===== config.mk =====
export PLATFORM = sky130hd
export DESIGN_NAME = apb_requester
export DESIGN_NICKNAME = d
export VERILOG_FILES = /design/src/rtl/apb_requester.sv
export SDC_FILE = /design/constraint.sdc
export NUM_CORES = 1
export LEC_CHECK = 0
export CORE_ASPECT_RATIO = 1.25
export CORE_MARGIN = 2
export CORE_UTILIZATION = 41
export DETAILED_ROUTE_END_ITERATION = 10
export PLACE_DENSITY = 0.82
export SLEW_MARGIN = 20
export SYNTH_ARGS = -nofsm -noshare
export SYNTH_HDL_FRONTEND = slang
export SYNTH_SLANG_ARGS = --single-unit

===== constraint.sdc =====
create_clock -name clk -period 4.2 [get_ports clk]
set_input_delay 0.42 -clock clk [delete_from_list [all_inputs] [get_ports clk]]
set_output_delay 0.42 -clock clk [all_outputs]
set_load 0.01 [all_outputs]

===== src/rtl/apb_requester.sv =====
// APB initiator: takes one read/write command at a time, runs SETUP/ACCESS toward a
// decoded peripheral select, and returns read data plus error status on a response port.
module apb_requester #(
  parameter int unsigned AddrWidth     = 32,
  parameter int unsigned DataWidth     = 32,
  parameter int unsigned NumSel        = 4,
  parameter int unsigned SelLsb        = 12,
  parameter int unsigned TimeoutCycles = 16
) (
  input  logic                 clk,
  input  logic                 reset,
  input  logic                 cmdValid,
  output logic                 cmdReady,
  input  logic                 cmdWrite,
  input  logic [AddrWidth-1:0] cmdAddr,
  input  logic [DataWidth-1:0] cmdWData,
  output logic                 rspValid,
  input  logic                 rspReady,
  output logic [DataWidth-1:0] rspRData,
  output logic                 rspErr,
  output logic [NumSel-1:0]    sel,
  output logic                 enable,
  output logic                 write,
  output logic [AddrWidth-1:0] addr,
  output logic [DataWidth-1:0] wData,
  input  logic [DataWidth-1:0] rData,
  input  logic                 ready,
  input  logic                 subErr
);

  localparam int unsigned IdxWidth = (NumSel > 1) ? $clog2(NumSel) : 1;
  localparam int unsigned CntWidth = (TimeoutCycles > 1) ? $clog2(TimeoutCycles) : 1;

  typedef enum logic [1:0] {IDLE, SETUP, ACCESS, RESP} state_t;

  state_t               state, state_n;
  logic [IdxWidth-1:0]  idx;
  logic                 idx_ok;
  logic [CntWidth-1:0]  cnt, cnt_n;
  logic                 timeout_hit;
  logic                 cmd_ready_n, rsp_valid_n, rsp_err_n, enable_n, write_n;
  logic [DataWidth-1:0] rsp_rdata_n, wdata_n;
  logic [AddrWidth-1:0] addr_n;
  logic [NumSel-1:0]    sel_n;

  // Select index decode; a single peripheral always decodes to index 0.
  assign idx         = (NumSel == 1) ? '0 : cmdAddr[SelLsb +: IdxWidth];
  assign idx_ok      = (32'(idx) < NumSel);
  assign timeout_hit = (TimeoutCycles != 0) && (cnt == CntWidth'(TimeoutCycles - 1));

  always_ff @(posedge clk or posedge reset) begin
    if (reset) begin
      state    <= IDLE;
      cnt      <= '0;
      cmdReady <= 1'b1;
      rspValid <= 1'b0;
      rspRData <= '0;
      rspErr   <= 1'b0;
      sel      <= '0;
      enable   <= 1'b0;
      write    <= 1'b0;
      addr     <= '0;
      wData    <= '0;
    end else begin
      state    <= state_n;
      cnt      <= cnt_n;
      cmdReady <= cmd_ready_n;
      rspValid <= rsp_valid_n;
      rspRData <= rsp_rdata_n;
      rspErr   <= rsp_err_n;
      sel      <= sel_n;
      enable   <= enable_n;
      write    <= write_n;
      addr     <= addr_n;
      wData    <= wdata_n;
    end
  end

  // Next state and next registered outputs.
  always_comb begin
    state_n     = state;
    cnt_n       = cnt;
    cmd_ready_n = cmdReady;
    rsp_valid_n = rspValid;
    rsp_rdata_n = rspRData;
    rsp_err_n   = rspErr;
    sel_n       = sel;
    enable_n    = enable;
    write_n     = write;
    addr_n      = addr;
    wdata_n     = wData;
    unique case (state)
      IDLE: begin
        if (cmdValid) begin
          cmd_ready_n = 1'b0;
          write_n     = cmdWrite;
          addr_n      = cmdAddr;
          wdata_n     = cmdWData;
          if (idx_ok) begin
            state_n = SETUP;
            sel_n   = NumSel'(1) << idx;
          end else begin
            state_n     = RESP;
            rsp_valid_n = 1'b1;
            rsp_err_n   = 1'b1;
            rsp_rdata_n = '0;
          end
        end
      end
      SETUP: begin
        state_n  = ACCESS;
        enable_n = 1'b1;
        cnt_n    = '0;
      end
      ACCESS: begin
        // A ready on the last allowed cycle still completes normally.
        if (ready || timeout_hit) begin
          state_n     = RESP;
          sel_n       = '0;
          enable_n    = 1'b0;
          rsp_valid_n = 1'b1;
          if (ready) begin
            rsp_err_n   = subErr;
            rsp_rdata_n = write ? '0 : rData;
          end else begin
            rsp_err_n   = 1'b1;
            rsp_rdata_n = '0;
          end
        end else begin
          cnt_n = cnt + CntWidth'(1);
        end
      end
      RESP: begin
        if (rspReady) begin
          state_n     = IDLE;
          rsp_valid_n = 1'b0;
          rsp_rdata_n = '0;
          rsp_err_n   = 1'b0;
          cmd_ready_n = 1'b1;
        end
      end
      default: state_n = IDLE;
    endcase
  end

endmodule


### After elaboration in Yosys (flattened, before gate mapping)

Cells that the tools add are included.

| word-level totals | value |
|---|---|
| logic and storage cells | 59 |
| bits of input ports | 103 |
| bits in registers | 111 |
| output and inout bits | 105 |

| operators by class | value |
|---|---|
| muxes and demuxes | 25 |
| reductions and logical operators | 13 |
| equality and inequality tests | 8 |
| add/subtract/negate cells | 1 |
| shift-type cells | 1 |

Operators by type and width:

| cell | number |
|---|---|
| two-way mux 32 bit | 4 |
| one-hot mux 32 bit (2 select lines) | 1 |
| one-hot mux 4 bit (2 select lines) | 2 |
| two-way mux 4 bit | 3 |
| AND reduction 3 bit | 4 |
| inequality test 2 bit (second input constant) | 4 |
| one-hot mux 1 bit (2 select lines) | 4 |
| one-hot mux 2 bit (4 select lines) | 1 |
| nonzero test 2 bit | 4 |
| two-way mux 1 bit | 7 |
| two-way mux 2 bit | 3 |
| AND reduction 2 bit | 3 |
| adder 4 x 1 -> 4 bit (second input constant) | 1 |
| == test 2 bit (second input constant) | 2 |
| == test 4 bit (second input constant) | 1 |
| << shifter 1 x 2 -> 4 bit (first input constant) | 1 |
| == test 2 x 1 -> 1 bit (second input constant) | 1 |
| logical NOT 2 bit | 1 |
| logical OR 1 bit | 1 |

### Depth between registers and ports, before layout

| logic depth | value |
|---|---|
| depth after elaboration | 4 |
| gate-level depth with buffers | 7 |
| depth with buffers taken out | 5 |

### Worst setup path before layout

Ideal clock, no wire load.

| path | value |
|---|---|
| path type | register -> register |
| from | register state[0] |
| to | register state[1] |
| arrival | 1630 ps |
| data required time | 4073 ps |
| setup time | 127 ps |
| stages on the path, launching flop included | 7 |
| clock period less this slack | 1758 ps |
| buffers on the path | 1 |
| slack | 2442 ps |
| cells stage by stage | dfrtp_1 > inv_1 > ha_1 > buf_6 > nor2b_4 > a222oi_1 > mux2_1 |

| on the way | value |
|---|---|
| word-level cells in the longest chain between the ends | 3 |
| elaborated cells on any way between the ends | 9 |

RTL lines:

| element | line | source |
|---|---|---|
| start, declared | 36 | `state_t state, state_n;` |
| start signal, assigned | 65 | `state <= state_n;` |
| == test 2 bit / logical NOT 2 bit (equally long branches) | 92 | `unique case (state)` |
| inequality test 2 bit (no line) | n/a |  |
| AND reduction 3 bit (no line) | n/a |  |

Parallel ways exist; a longest one is shown, timed or not.
A chain may end at the register's enable or synchronous reset.

### Worst setup path after layout

| path | value |
|---|---|
| from | register state[0] |
| to | register sel[2] |

| on the way | value |
|---|---|
| word-level cells in the longest chain between the ends | 3 |
| elaborated cells on any way between the ends | 7 |

RTL lines:

| element | line | source |
|---|---|---|
| == test 2 bit / logical NOT 2 bit (equally long branches) | 92 |  |
| inequality test 2 bit (no line) / nonzero test 2 bit (equally long branches) | n/a |  |
| AND reduction 3 bit (no line) | n/a |  |
| end signal, assigned | 71 | `sel <= sel_n;` |
| end, declared | 21 | `output logic [NumSel-1:0] sel,` |

Parallel ways exist; a longest one is shown, timed or not.

==> metrics.log <==
INFO  metric outcome = finished clean
INFO  metric r2r_slack = 2.07 ns
INFO  metric htree_levels = 3
INFO  metric syn-mean-instance-area = 15.10 sq um
INFO  metric cts.clk_slew.worst_paths = 0.07 ns
INFO  metric grt_pass1_vias = 3,321
INFO  metric post_cts.repair.setup_buffers = 0
INFO  metric p_comb_share = 45.7%
INFO  metric gpl.final_weighted_congestion = 0.7880
INFO  metric route.final.wire_length = 10,870 microns
INFO  metric grt_util_all_layers = 19.03%
INFO  metric first_pass_grt_wire_length = 16,730 microns
INFO  metric proportion_of_register_bits_with_asynchronous_set_or_reset_after_synthesis = 100.0%
INFO  metric cts_inserted_buffers = 9
INFO  metric synth_nets = 397
INFO  metric setup.worst_path.end_class = flop
INFO  metric firstDrtPassIters = 4
INFO  metric syn2layout_area_growth = 57.18%
INFO  metric tightest_slew = 0.9006 ns
INFO  metric cts.repair.resized = 0
INFO  metric port-buffer-count = 207
INFO  metric rsz0062_at_grt = false
INFO  metric placed_cells_incl_taps = 615
INFO  metric yosysWarningCount = 0
INFO  metric period_needed = 2.134 ns
INFO  metric place_hpwl = 7999 microns
INFO  metric synth_area_leader_cell = dfrtp_1
INFO  metric cts_tree = built
INFO  metric clock.fmax = 468.5 MHz
INFO  metric vdd.ir_drop.worst = 0.5435 mV
INFO  metric edff_count_synth = 0
INFO  metric path_max_fanout = 69
INFO  metric synthFlopType = dfrtp_1
INFO  metric final_layout_size_suffix_gt1_share = 4.810%
INFO  metric ys_top_cells_by_area = dfrtp_1 (63%), mux2_1 (17%), a22o_1 (7.5%)
INFO  metric antenna_found_initial = 0
INFO  metric yosysSeqAreaShare = 63.91%
INFO  metric top_level_i_o_count = 208
INFO  metric timing.setup.tns = 0 ns
INFO  metric p_leak = 2.942 nW
INFO  metric synth_top_area_share = 63.31%
INFO  metric detailedRoute.firstIterationViolations = 119
INFO  metric cts_root_buffer = clkbuf_16
INFO  metric cellInternalPower = 3.532 mW
INFO  metric worst_slew_margin_rel = 39.96%
INFO  metric start_kind = flop
INFO  metric syn_inst = 288
INFO  metric power.switching_fraction = 31.52%
INFO  metric cts_hold_buffers = 0
INFO  metric starting_density_of_the_core = 41.58%
INFO  metric netSwitchingPower = 1.625 mW
INFO  metric final_hold_vio_count = 0
INFO  metric cts_num_sinks = 111
INFO  metric die-area = 11,450 sq um
INFO  metric worst_skew_pair.late_latency = 0.34 ns
INFO  metric max-clock-path-buffers = 2
INFO  metric hp-class = flop to flop
INFO  metric report.final.setup_viol = 0
INFO  metric cp_data_required_time = 4.43 ns
INFO  metric share_seq_of_total_power = 36.9%
INFO  metric n_antenna_cell = 0
INFO  metric synth_commonest_cells = dfrtp_1 (110), mux2_1 (67), a22o_1 (37), buf_2 (11), inv_1 (9)
INFO  metric remaining_drc_errors = 0
INFO  metric power.share.clock = 17.5%
INFO  metric fin_cells = 631
INFO  metric post_drt_via_cell_ratio = 5.059
INFO  metric power_density = 754.7 nW/um^2
INFO  metric yosysUniqueCellTypes = 30
INFO  metric layout.core_utilization = 65.35%
INFO  metric yosys_register_bits = 111
INFO  metric max_cap_violations = 0
INFO  metric grt_start_max_net_pins = 90
INFO  metric syn-cell-area = 4348 sq um
INFO  metric ant_nets = 0
INFO  metric core.rowCount = 42
INFO  metric min_period_over_period = 50.82%
INFO  metric global_route_congestion_overflow_total = 0
INFO  metric worst-endpoint-arrival = 2.36 ns
INFO  metric die_width = 96.11 microns
INFO  metric crit_path_kind = flop to flop
INFO  metric synthMostInstantiatedCell = dfrtp_1
INFO  metric clock_skew = 0.007554 ns
INFO  metric floorplan.core_area = 10,460 sq um
INFO  metric finalNetCount = 603
INFO  metric drt-wirelength-per-cell = 17.23 microns
INFO  metric routed-via-count = 3,192
INFO  metric die_h = 119.1 microns
INFO  metric slew_viol_final = 0
-- final timing paths --
path / startpoint / to / cells past startpoint
hold / removal: wData[13] / wData[13] / 1
min in group asynchronous: reset / addr[28] / 2
setup / recovery: state[0] / sel[2] / 5
setup reg to reg: state[0] / sel[2] / 5
hold reg to reg: wData[13] / wData[13] / 1
max in group asynchronous: reset / wData[18] / 3
-- worst max-delay path, cell delays in order (launching register included) --
cell	delay (ns)
dfrtp_1	0.42
inv_1	0.11
ha_1	0.29
nand2_4	0.51
a22o_1	0.43
a22o_1	0.25
-- flip-flops by register name, indices dropped and copies added (netlist names), 2 cells and up --
name / flops
sel: 4
wData: 32
rspRData: 32
cnt: 4
addr: 32
state: 2
-- routing by layer --
| layer | global-route usage (%) | wire (microns) | up-vias |
|---|---|---|---|
| met2 | 32.94 | 5763 | 124 |
| met5 | 0 | 0 | - |
| met4 | 7.411 | 263 | 0 |
| met1 | 22.46 | 4105 | 1589 |
| li1 | - | - | 1461 |
| met3 | 4.301 | 740 | 18 |
-- per-stage QoR --
stage | setup slack, ns | total power, mW | hold slack (ns) | instance area (sq um)
finish | 2.066 | 5.157 | 0.4883 | 6834
global route | 1.865 | 5.459 | 0.5045 | 6834
CTS | 2.023 | 5.226 | 0.4962 | 6832
detailed placement | 1.859 | 4.307 | 0.4800 | 6518
global placement | 1.936 | 4.210 | 0.4721 | 6518
floorplan | 0.8510 | 2.944 | 0.4697 | 4348
-- cell type report --
cell class / count / area [sq um]
clock inverters: 5 / 81.33
multi-input cells: 152 / 1439
fillers: 782 / 3623
well taps: 132 / 165.2
repair buffers: 210 / 2095
inverters: 10 / 42.54
clock buffers: 11 / 232.7
flip-flops and latches: 111 / 2779
-- kinds of logic after synthesis --
kind of cell,share of synthesized area [%]
and+or+nand+nor,3.281
AOI/OAI and AO/OA,10.10
adders and majority gates,1.727
DFF,63.91
muxes,17.81
buffers and inverters,3.165
-- power by group through the flow --
| stage | sequential, mW | clock (mW) | combinational (mW) |
|---|---|---|---|
| floorplan | 2.14 | 0 | 0.804 |
| global placement | 1.89 | 0 | 2.32 |
| detailed placement | 1.93 | 0 | 2.38 |
| CTS | 1.91 | 0.923 | 2.39 |
| global route | 1.97 | 0.956 | 2.53 |
| finish | 1.90 | 0.900 | 2.36 |
-- layout by cell type (no fill, tap or decap), types with 2 or more instances in the layout --
master,netlist,layout
mux2_1,67,67
nor2_1,4,4
a32o_1,2,2
clkbuf_1,0,2
buf_4,0,3
mux2i_1,2,2
inv_1,9,8
a22o_1,37,37
clkdlybuf4s50_1,0,207
nand2_1,5,4
dfrtp_1,110,110
nand3_1,2,2
a21oi_1,6,6
nand2b_1,3,3
clkbuf_16,0,9
bufinv_16,0,2
inv_6,0,2
ha_1,6,6
nor3_1,3,3
o21ai_1,3,3
No activity file was read; power rests on OpenSTA's default activity.
